<file path="config.mk">
export PLATFORM = sky130hd
export DESIGN_NAME = mode_ctrl
export DESIGN_NICKNAME = d
export VERILOG_FILES = /design/src/rtl/mode_ctrl.sv
export SDC_FILE = /design/constraint.sdc
export NUM_CORES = 1
export LEC_CHECK = 0
export ABC_AREA = 1
export BUFFER_PORTS_ARGS = -buffer_cell sky130_fd_sc_hd__buf_2
export CAP_MARGIN = 20
export CORE_AREA = 2 2 83 85
export CTS_CLUSTER_DIAMETER = 60
export DETAILED_ROUTE_END_ITERATION = 16
export DIE_AREA = 0 0 85 87
export PLACE_DENSITY_LB_ADDON = 0.15
export SLEW_MARGIN = 5
export SYNTH_ARGS = -nofsm -noshare
export SYNTH_HDL_FRONTEND = slang
export SYNTH_SLANG_ARGS = --single-unit
</file>
<file path="constraint.sdc">
create_clock -name clk -period 4.2 [get_ports clk]
set_input_delay 0.63 -clock clk [delete_from_list [all_inputs] [get_ports clk]]
set_output_delay 0.63 -clock clk [all_outputs]
set_load 0.05 [all_outputs]
</file>
<file path="src/rtl/mode_ctrl.sv">
// -----------------------------------------------------------------------------
// mode_ctrl
//
// Top-level mode controller for the clock / stopwatch / timer / alarm board.
//   * Edge-detects the five shared push-buttons and routes the C/L/D/R press
//     pulses only to the bus of the currently selected mode engine.
//   * Steps the mode CLOCK -> STOPWATCH -> TIMER -> ALARM -> CLOCK on a bU
//     press, unless the current mode reports an edit in progress.
//   * Generates the common tick_ms enable (CLK_HZ/TICK_HZ clocks per tick).
//   * Raises beep on a rising edge of timer_done or alarm_hit and retires it
//     after BEEP_MS ticks or on any button press (acknowledge).
//
// Optional feature macro: MODE_CTRL_AUTO_JUMP_EN
//   Defined   : a timer_done rising edge forces mode=TIMER on the same cycle
//               the beep starts, overriding bU and edit.
//   Undefined : timer_done never changes the mode.
//
// Ports
//   clk                      in   system clock
//   rst                      in   synchronous active-high reset
//   bU                       in   debounced mode-select button level
//   bC, bL, bD, bR           in   debounced shared edit button levels
//   edit[3:0]                in   per-mode edit-active flags, index = mode
//   timer_done               in   countdown-timer done level
//   alarm_hit                in   alarm-match level
//   mode[1:0]                out  0=CLOCK 1=STOPWATCH 2=TIMER 3=ALARM
//   btn_clk/sw/tmr/alm[3:0]  out  one-cycle press pulses {C,L,D,R}
//   tick_ms                  out  one-cycle enable at TICK_HZ
//   beep                     out  buzzer request
// -----------------------------------------------------------------------------
module mode_ctrl #(
   parameter int CLK_HZ  = 100000000,
   parameter int TICK_HZ = 1000,
   parameter int BEEP_MS = 5000
) (
   input  logic       clk,
   input  logic       rst,
   input  logic       bU,
   input  logic       bC,
   input  logic       bL,
   input  logic       bD,
   input  logic       bR,
   input  logic [3:0] edit,
   input  logic       timer_done,
   input  logic       alarm_hit,
   output logic [1:0] mode,
   output logic [3:0] btn_clk,
   output logic [3:0] btn_sw,
   output logic [3:0] btn_tmr,
   output logic [3:0] btn_alm,
   output logic       tick_ms,
   output logic       beep
);

   localparam int DIV    = CLK_HZ / TICK_HZ;
   localparam int DIV_W  = $clog2(DIV);
   localparam int BEEP_W = $clog2(BEEP_MS + 1);

   localparam logic [DIV_W-1:0]  DIV_MAX   = DIV_W'(DIV - 1);
   localparam logic [BEEP_W-1:0] BEEP_LOAD = BEEP_W'(BEEP_MS);

   typedef enum logic [1:0] {
      MODE_CLOCK     = 2'd0,
      MODE_STOPWATCH = 2'd1,
      MODE_TIMER     = 2'd2,
      MODE_ALARM     = 2'd3
   } mode_t;

   typedef enum logic {
      ST_IDLE = 1'b0,
      ST_BEEP = 1'b1
   } beep_state_t;

   // ---------------------------------------------------------------------------
   // Button edge detection. Bit order {U,C,L,D,R}.
   // r_btn_lvl is the registered level; r_btn_prev is its one-cycle history.
   // On the first cycle after reset the history is loaded straight from the
   // input, so a button held through reset never produces a pulse.
   // ---------------------------------------------------------------------------
   logic [4:0] w_btn_in;
   logic [4:0] r_btn_lvl;
   logic [4:0] r_btn_prev;
   logic       r_armed;
   logic [4:0] w_rise;
   logic       w_rise_u;
   logic [3:0] w_rise_e;
   logic       w_any_press;

   assign w_btn_in    = {bU, bC, bL, bD, bR};
   assign w_rise      = r_btn_lvl & ~r_btn_prev;
   assign w_rise_u    = w_rise[4];
   assign w_rise_e    = w_rise[3:0];
   assign w_any_press = |w_rise;

   always_ff @(posedge clk) begin
      if (rst) begin
         r_btn_lvl  <= '0;
         r_btn_prev <= '0;
         r_armed    <= 1'b0;
      end else begin
         r_btn_lvl  <= w_btn_in;
         r_btn_prev <= r_armed ? r_btn_lvl : w_btn_in;
         r_armed    <= 1'b1;
      end
   end

   // ---------------------------------------------------------------------------
   // Event edge detection for timer_done / alarm_hit.
   // ---------------------------------------------------------------------------
   logic r_td_q;
   logic r_ah_q;
   logic w_td_rise;
   logic w_ah_rise;
   logic w_evt;

   assign w_td_rise = timer_done & ~r_td_q;
   assign w_ah_rise = alarm_hit & ~r_ah_q;
   assign w_evt     = w_td_rise | w_ah_rise;

   always_ff @(posedge clk) begin
      if (rst) begin
         r_td_q <= 1'b0;
         r_ah_q <= 1'b0;
      end else begin
         r_td_q <= timer_done;
         r_ah_q <= alarm_hit;
      end
   end

   // ---------------------------------------------------------------------------
   // Millisecond tick divider: free-running, never gated by mode or beep.
   // ---------------------------------------------------------------------------
   logic [DIV_W-1:0] r_div;
   logic             r_tick;

   always_ff @(posedge clk) begin
      if (rst) begin
         r_div  <= '0;
         r_tick <= 1'b0;
      end else begin
         r_tick <= (r_div == DIV_MAX);
         r_div  <= (r_div == DIV_MAX) ? '0 : r_div + DIV_W'(1);
      end
   end

   // ---------------------------------------------------------------------------
   // Beep FSM. While beeping, every press is an acknowledge and is swallowed
   // (w_consume) so it neither routes nor changes the mode. A new event on the
   // same cycle as an acknowledge keeps the beep alive with a fresh count.
   // ---------------------------------------------------------------------------
   beep_state_t       r_state;
   beep_state_t       w_state_next;
   logic [BEEP_W-1:0] r_beep_cnt;
   logic [BEEP_W-1:0] w_beep_cnt_next;
   logic              w_consume;
   logic              r_beep;

   always_ff @(posedge clk) begin
      if (rst) begin
         r_state    <= ST_IDLE;
         r_beep_cnt <= '0;
         r_beep     <= 1'b0;
      end else begin
         r_state    <= w_state_next;
         r_beep_cnt <= w_beep_cnt_next;
         r_beep     <= (w_state_next == ST_BEEP);
      end
   end

   always_comb begin
      w_state_next    = r_state;
      w_beep_cnt_next = r_beep_cnt;
      w_consume       = 1'b0;
      case (r_state)
         ST_IDLE: begin
            if (w_evt) begin
               w_state_next    = ST_BEEP;
               w_beep_cnt_next = BEEP_LOAD;
            end
         end
         ST_BEEP: begin
            w_consume = 1'b1;
            if (w_evt) begin
               w_beep_cnt_next = BEEP_LOAD;
            end else if (w_any_press) begin
               w_state_next    = ST_IDLE;
               w_beep_cnt_next = '0;
            end else if (r_tick) begin
               // Terminal tick is the one that takes the count to zero.
               if (r_beep_cnt <= BEEP_W'(1)) begin
                  w_state_next    = ST_IDLE;
                  w_beep_cnt_next = '0;
               end else begin
                  w_beep_cnt_next = r_beep_cnt - BEEP_W'(1);
               end
            end
         end
         default: begin
            w_state_next    = ST_IDLE;
            w_beep_cnt_next = '0;
         end
      endcase
   end

   // ---------------------------------------------------------------------------
   // Mode FSM. Updated on the same edge that registers the routed pulses, so
   // a mode change is visible exactly when a bU pulse would have been.
   // ---------------------------------------------------------------------------
   mode_t r_mode;
   mode_t w_mode_next;

   always_ff @(posedge clk) begin
      if (rst) begin
         r_mode <= MODE_CLOCK;
      end else begin
         r_mode <= w_mode_next;
      end
   end

   always_comb begin
      w_mode_next = r_mode;
      if (w_rise_u && !w_consume && !edit[r_mode]) begin
         case (r_mode)
            MODE_CLOCK:     w_mode_next = MODE_STOPWATCH;
            MODE_STOPWATCH: w_mode_next = MODE_TIMER;
            MODE_TIMER:     w_mode_next = MODE_ALARM;
            MODE_ALARM:     w_mode_next = MODE_CLOCK;
            default:        w_mode_next = MODE_CLOCK;
         endcase
      end
`ifdef MODE_CTRL_AUTO_JUMP_EN
      if (w_td_rise) begin
         w_mode_next = MODE_TIMER;
      end
`endif
   end

   // ---------------------------------------------------------------------------
   // Pulse routing. A bU press or a beep acknowledge drops the C/L/D/R pulses
   // of that cycle entirely; otherwise only the current mode's bus is driven.
   // ---------------------------------------------------------------------------
   logic [3:0]      w_route;
   logic [3:0][3:0] w_btn_next;
   logic [3:0][3:0] r_btn;

   assign w_route = (w_rise_u || w_consume) ? 4'b0000 : w_rise_e;

   generate
      for (genvar gi = 0; gi < 4; gi++) begin : g_route
         assign w_btn_next[gi] = (r_mode == mode_t'(gi)) ? w_route : 4'b0000;
      end
   endgenerate

   always_ff @(posedge clk) begin
      if (rst) begin
         r_btn <= '0;
      end else begin
         r_btn <= w_btn_next;
      end
   end

   assign mode    = r_mode;
   assign btn_clk = r_btn[0];
   assign btn_sw  = r_btn[1];
   assign btn_tmr = r_btn[2];
   assign btn_alm = r_btn[3];
   assign tick_ms = r_tick;
   assign beep    = r_beep;

endmodule
</file>
* Yosys cells after proc, flatten, opt, wreduce, memory -nomap -nowiden
Cells that the tools add are included.
** Operators by class
- Add/sub/neg operators :: 2
- $lt $le $gt $ge :: 2
- Eq/ne operators :: 6
- Multiplexer cells :: 19
- Bitwise logic cells :: 12
- Reductions and logical operators :: 13
** Operators with widths (count)
- $mux 13 :: 5
- $pmux 13 s2 :: 1
- $add 17x1->17 const B :: 1
- $eq 17x17->1 const B :: 1
- $le 13x1->1 const B :: 1
- $sub 13x1->13 const B :: 1
- $reduce_or 2->1 :: 5
- $mux 1 :: 8
- $pmux 2 s4 :: 1
- $not 1->1 :: 7
- $and 5x5->5 :: 1
- $mux 5 :: 1
- $not 5->5 :: 1
- $reduce_or 5->1 :: 1
- $eq 2x2->1 const B :: 2
- $mux 4 :: 1
- $ne 4x4->1 const B :: 1
- $lt 2x3->1 const B :: 1
- $and 1x1->1 :: 2
- $bmux 1 s2 :: 1
- $eq 2x1->1 const B :: 1
- $logic_and 1x1->1 :: 2
- $logic_not 1->1 :: 2
- $logic_not 2->1 :: 1
- other kinds (5) :: 5
** Word-level totals
- Flip-flop bits (word level) :: 63
- Input bits :: 13
- Output and inout port bits :: 20

* Longest topological paths before layout
Gate-level depths: netlist of the first run.
- Depth after elaboration :: 6
- Gate-level depth with buffers :: 10
- Gate-level depth less buffers :: 10

* Least setup slack after synthesis of the first run
Ideal clock, no wire load.
- Kind :: reg-to-reg
- Start :: reg r_mode[0] (netlist: mode[0])
- End :: reg r_mode[0] (netlist: mode[0])
- Setup time :: 0.118 ns
- Arrival :: 1.369 ns
- Required time :: 4.082 ns
- Slack :: 2.713 ns
- Stages on the path, launching flop included :: 6
- Path buffers :: 0
- Period minus slack after synthesis :: 1.487 ns
- Cells stage by stage :: dfxtp_1 inv_1 o21ai_0 nand3_1 nor3_1 nor2_1
** On the way
- Cells in the longest elaborated chain, start to end :: 4
- Elaborated cells between the ends (all ways) :: 9
** Ends and longest elaborated chain
- start: declaration :: line 209 : mode_t r_mode;
- start signal: assignment :: line 216 : r_mode <= w_mode_next;
- $bmux 1 s2 :: line 222 : if (w_rise_u && !w_consume && !edit[r_mode]) begin
- $mux 1 (implied by the code) :: line 222
- $logic_not 1->1 :: line 222
- $logic_and 1x1->1 :: line 222
Parallel ways exist; a longest one is shown, timed or not. The select of a mux whose other input is x is not followed.
A chain may end at the register's enable or synchronous reset.

* Worst setup path in the final report of the first run
- Start :: reg r_beep (netlist: beep)
- End :: out beep
** RTL lines
- start: declaration :: line 156 : logic r_beep;
- start signal: assignment :: line 166 : r_beep <= (w_state_next == ST_BEEP);
- end: declaration :: line 52 : output logic beep
No word-level cell between the ends.

==> results of run 1 <==
==> final timing paths <==
path / to / slack [ns] / depth (start not counted)
max: beep / 2.43 / 1
min: r_div[0] / 0.45 / 1
max reg2reg: r_div[10] / 2.69 / 8
min reg2reg: r_div[0] / 0.45 / 1
==> layer usage <==
| metal | track usage (%) | routed length [um] |
|---|---|---|
| met5 | 0 | 0 |
| met4 | 7.937 | 106 |
| met3 | 4.834 | 231 |
| met2 | 26.49 | 2438 |
| met1 | 21.03 | 2801 |
==> power by group <==
| part | total [mW] | internal (mW) | switching [mW] |
|---|---|---|---|
| Sequential | 0.631 | 0.617 | 0.0145 |
| Clock | 0.560 | 0.329 | 0.231 |
| Combinational | 0.132 | 0.0429 | 0.0891 |
==> sequential cells by signal, summed over array words and instances, names as in the netlist, 2 cells and up <==
register / cells
btn_sw: 4
r_btn_prev: 5
mode: 2
btn_alm: 4
r_div: 17
btn_clk: 4
btn_tmr: 4
r_btn_lvl: 5
r_beep_cnt: 13
==> through the flow <==
| stage | worst slack (ns) | hold slack, ns | instances | cell area (um^2) |
|---|---|---|---|---|
| 3_3_place_gp | 2.306 | 0.4378 | 509 | 3078 |
| 2_1_floorplan | 2.713 | 0.4175 | 403 | 2858 |
| 3_5_place_dp | 2.244 | 0.4364 | 509 | 3078 |
| 4_1_cts | 2.411 | 0.4533 | 524 | 3288 |
| 6_report | 2.426 | 0.4485 | 524 | 3288 |
| 5_1_grt | 2.366 | 0.4858 | 524 | 3288 |
==> placed cells by master, fill, tap and decap left out <==
| cell | instances |
|---|---|
| a21oi_1 | 24 |
| a31oi_1 | 1 |
| buf_2 | 32 |
| bufinv_16 | 2 |
| clkbuf_8 | 9 |
| clkinv_1 | 1 |
| clkinv_2 | 2 |
| clkinv_4 | 1 |
| clkinvlp_4 | 1 |
| dfxtp_1 | 63 |
| ha_1 | 8 |
| inv_1 | 51 |
| inv_2 | 3 |
| nand2_1 | 95 |
| nand2_2 | 3 |
| nand2_4 | 1 |
| nand3_1 | 20 |
| nand3_2 | 3 |
| nand3b_1 | 3 |
| nand4_1 | 5 |
| nor2_1 | 76 |
| nor2_2 | 6 |
| nor2_4 | 2 |
| nor3_1 | 9 |
| nor3_2 | 2 |
| nor3b_1 | 1 |
| o21ai_0 | 8 |
| or2_2 | 4 |
| xnor2_1 | 1 |
| xor2_1 | 7 |
==> layout make-up <==
cell class	count	area (um^2)	share of cell area [%]
timing repair buffer	32	160.2	4.871
clock buffer	9	123.9	3.767
inverter	55	206.4	6.279
sequential	63	1261	38.36
tap	80	100.1	3.044
multi-input combinational	279	1350	41.06
clock inverter	6	86.33	2.626
==> cells by family after synthesis <==
| kind of cell | after synthesis | synth area share [%] |
|---|---|---|
| flip-flops | 63 | 44.13 |
| buffers and inverters | 61 | 8.625 |
| AND/OR/NAND/NOR | 230 | 35.46 |
| adder cells (fa/ha/maj) | 8 | 3.503 |
| AO/OA/AOI/OAI | 33 | 5.823 |
| XOR/XNOR | 8 | 2.452 |
==> out/qor.yml, run 1 <==
cts_max_level: 3
cp.arrival_ns: 1.14
synth.net_count: 424
clockBufferDepth: 2
synth_flop_cell: "dfxtp_1"
yosysSeqAreaShare_pct: 44.13
fin_util_pct: 50.06
synthArstFlopShare_pct: 0
fillerInstances: 652
synthTopCellsByCount: "95 x nand2_1, 76 x nor2_1, 63 x dfxtp_1"
cts-root-buf: "clkbuf_8"
synthesis.area_um2: 2858
cts_buffers: 9
final_nets: 461
setup_tns_ns: 0
hp-class: "reg -> reg"
skew_ns: 0.009145
route.detailed.drc: 0
ios: 33
routed_wl_um: 5577
critPathCaptureType: "output pin"
die_x_um: 85
first_global_vias: 2211
slew-limit-headroom_pct: 54.96
maxSlewViolCount: 0
yosys-top-cells-area: "dfxtp_1 44%, nand2_1 12%, nor2_1 10%"
viasPerCell: 4.605
worstPathMaxFanout: 7
worstPathRequired_ns: 3.57
clock.fmax_mhz: 563.8
detail-route-antenna-nets: 0
grt_usage_pct: 16.74
synth.avg_cell_area_um2: 7.091
synth.distinct_cells: 28
crit_start: "beep"
p_per_area_nw_per_um2: 402.5
port_buffers: 32
dieArea_um2: 7395
diodes: 0
synth_most_common_cell: "nand2_1"
num_rows: 30
ir_worst_vdd_mv: 0.1903
routedWlPerCell_um: 10.64
status: "complete, no violations"
yosysWarnings: 0
cts_tree: "yes"
path_delay_family: "flip-flops"
crit_buf_inv: 1
finalHoldViolCount: 0
max_stage_delay_ns: 0.48
grt_pass1_wl_um: 9763
slowest_stage: "dfxtp_1"
gr-total-overflow: 0
cts_setup_buffers: 0
clkSinkCount: 63
setup-violations-final: 0
clkTransAtPathRegs_ns: 0.06
drive_above_1_share_pct: 15.99
clock_latency_ns: 0.34
num_vias: 2413
netlist_instances: 403
start_util_pct: 43.50
drt_iter0_markers: 123
synth-edff-count: 0
tightestPinTransition_ns: 0.6748
die_h_um: 87
ys_seq_elements: 63
min_from: "r_div[0]"
syn2layout_area_growth_pct: 15.06
core_um2: 6569
path_class: "reg -> out"
period_needed_ns: 1.774
fin_crit_sh_pct: 42.23
timing.rr.start: "r_div[0]"
hold_buffers: 0
dr.pass1.iters: 4
drv_cap: 0
synth_top_cell_by_area: "dfxtp_1"
p_leak_nw: 1.476
gp_congestion: 0.8390
grt_max_degree: 22
synth.top_cell.area_share_pct: 44.13
total_power_mw: 1.323
cts_resized: 0
critPathLaunchType: "flop"
dp_hpwl_um: 4062
grt_antenna_before_repair: 0
rsz0062_at_grt: "no"
crit_chain: "buf_2"
Power figures use the tool's default switching activity.
==> inputs of run 2 (changes only) <==
==> constraint.sdc (replaced) <==
create_clock -name clk -period 1.6 [get_ports clk]
set_input_delay 0.24 -clock clk [delete_from_list [all_inputs] [get_ports clk]]
set_output_delay 0.24 -clock clk [all_outputs]
set_load 0.05 [all_outputs]
==> out/qor.yml, run 2 (synthesis gave the netlist of run 1 again) <==
status: "complete, no violations"
worstPathMaxFanout: 8  # +1
layout_common_cells: "95 x nand2_1, 75 x nor2_1, 63 x dfxtp_1"
dieArea_um2: 7395  # unchanged
final_nets: 467  # +1.3%
num_rows: 30  # unchanged
critPathCaptureType: "flop"
drt_iter0_markers: 109  # -11%
slowest_stage: "dfxtp_1"
viasPerCell: 4.723  # +2.6%
grt_pass1_wl_um: 9887  # +1.3%
syn2layout_area_growth_pct: 18.70
routedWlPerCell_um: 10.67  # +0.27%
detail-route-antenna-nets: 0  # unchanged
clkSinkCount: 63  # unchanged
port_buffers: 32  # unchanged
hp-class: "in -> reg"
cts_buffers: 9  # unchanged
crit_buf_inv: 1  # unchanged
die_h_um: 87  # unchanged
clock.fmax_mhz: 674.1
dp_cells: 513  # +0.79%
cp.arrival_ns: 1.72  # +0.58 ns
crit_chain: "ha_1 -> nand2_2 -> nor2_4 -> inv_2 -> nor3_4 -> nand3_4 -> nand2_4 -> a21oi_1"
drv_cap: 0  # unchanged
route.detailed.drc: 0  # unchanged
setup-violations-final: 0  # unchanged
dp_hpwl_um: 4061  # about the same
dpl_worst_slack_ns: 0.1381  # -2.106 ns
finalHoldViolCount: 0  # unchanged
period_needed_ns: 1.483
final_cells: 531  # +1.3%
core_um2: 6569  # unchanged
die_x_um: 85  # unchanged
max_stage_delay_ns: 0.36  # -0.12 ns
dr.pass1.iters: 4  # unchanged
worstPathRequired_ns: 1.84  # -1.73 ns
clock_latency_ns: 0.35  # about the same
skew_ns: 0.01331  # +0.004165 ns
maxSlewViolCount: 0  # unchanged
largest-register: "r_div"
largest_reg_flops: 17  # unchanged
gp_congestion: 0.8558  # +2.0%
hold_buffers: 0  # unchanged
clkTransAtPathRegs_ns: 0.08  # +0.02 ns
start_util_pct: 43.50  # unchanged
first_global_vias: 2293  # +3.7%
final_common_cell: "nand2_1"
reg.largest.list: "r_div (17), r_beep_cnt (13)"
cts-root-buf: "clkbuf_8"
p_per_area_nw_per_um2: 1062  # +160%
slew-limit-headroom_pct: 70.46  # +15 points
ir_worst_vdd_mv: 0.6653  # +250%
grt_antenna_before_repair: 0  # unchanged
clockBufferDepth: 2  # unchanged
drive_above_1_share_pct: 17.52  # +1.5 points
ios: 33  # unchanged
path_delay_family: "simple AND/OR/NAND/NOR gates"
fin_crit_sh_pct: 92.71
grt_max_degree: 22  # unchanged
tightestPinTransition_ns: 0.4420  # -0.2328 ns
p_leak_nw: 1.521  # +3.0%
routed_wl_um: 5667  # +1.6%
setup_ws_ns: 0.1166  # -2.310 ns
gr-total-overflow: 0  # unchanged
cts_tree: "yes"
grt_usage_pct: 16.98  # +0.24 points
num_vias: 2508  # +3.9%
critPathLaunchType: "flop"
cts_max_level: 3  # unchanged
diodes: 0  # unchanged
path_class: "reg -> reg"
==> run 2: cell type report <==
| class | count | area (um^2) |
|---|---|---|
| Fill cell | 668 | 3177 |
| Tap cell | 80 | 100.1 |
| Clock buffer | 9 | 123.9 |
| Inverter | 55 | 206.4 |
| Multi-Input combinational cell | 280 | 1386 |
| Timing Repair Buffer | 37 | 210.2 |
| Sequential cell | 63 | 1261 |
| Clock inverter | 7 | 103.9 |
==> run 2: final timing paths <==
path            start            to  slack, ns  cells past startpoint
max          r_div[0]      r_div[4]       0.12                      8
min                bR  r_btn_lvl[0]       0.11                      3
max reg2reg  r_div[0]      r_div[4]       0.12                      8
min reg2reg  r_div[0]      r_div[0]       0.45                      1
==> run 2: through the flow <==
step / hold slack, ns / cell area, um^2 / utilization [%] / power, mW / TNS [ns]
2_1_floorplan: 0.3470 / 2858 / - / 1.963 / 0
6_report: 0.1115 / 3392 / 51.64 / 3.602 / 0
3_5_place_dp: 0.4452 / 3120 / 47.50 / 2.054 / 0
5_1_grt: 0.1060 / 3392 / 51.64 / 3.785 / -0.001832
4_1_cts: 0.09550 / 3348 / 50.97 / 3.638 / 0
3_3_place_gp: 0.4323 / 3120 / 47.50 / 2.050 / 0
==> run 2: worst register-to-register path: cells and delay by family (launching register included) <==
kind | cells | cell delay [ns]
AND/OR/NAND/NOR | 5 | 0.70
buffers and inverters | 1 | 0.06
flip-flops | 1 | 0.36
adder cells (fa/ha/maj) | 1 | 0.19
AO/OA/AOI/OAI | 1 | 0.05
==> run 2: repair_timing <==
item / 4_1_cts / 5_1_grt
setup endpoints to repair: 0 / 6
setup buffers: 0 / 1
gates resized for setup: 0 / 4
==> run 2: power breakdown <==
group	leakage [nW]	switching [mW]	internal, mW
Combinational	0.893	0.242	0.126
Clock	0.114	0.686	0.895
Sequential	0.514	0.0348	1.62
Total	1.52	0.963	2.64
==> run 2: layer usage <==
metal / part of all wire, % / track usage [%] / wire length, um
met5: 0 / 0 / 0
met4: 1.6 / 7.937 / 90
met1: 50 / 21.18 / 2817
met3: 4.2 / 5.972 / 238
met2: 44 / 26.35 / 2520
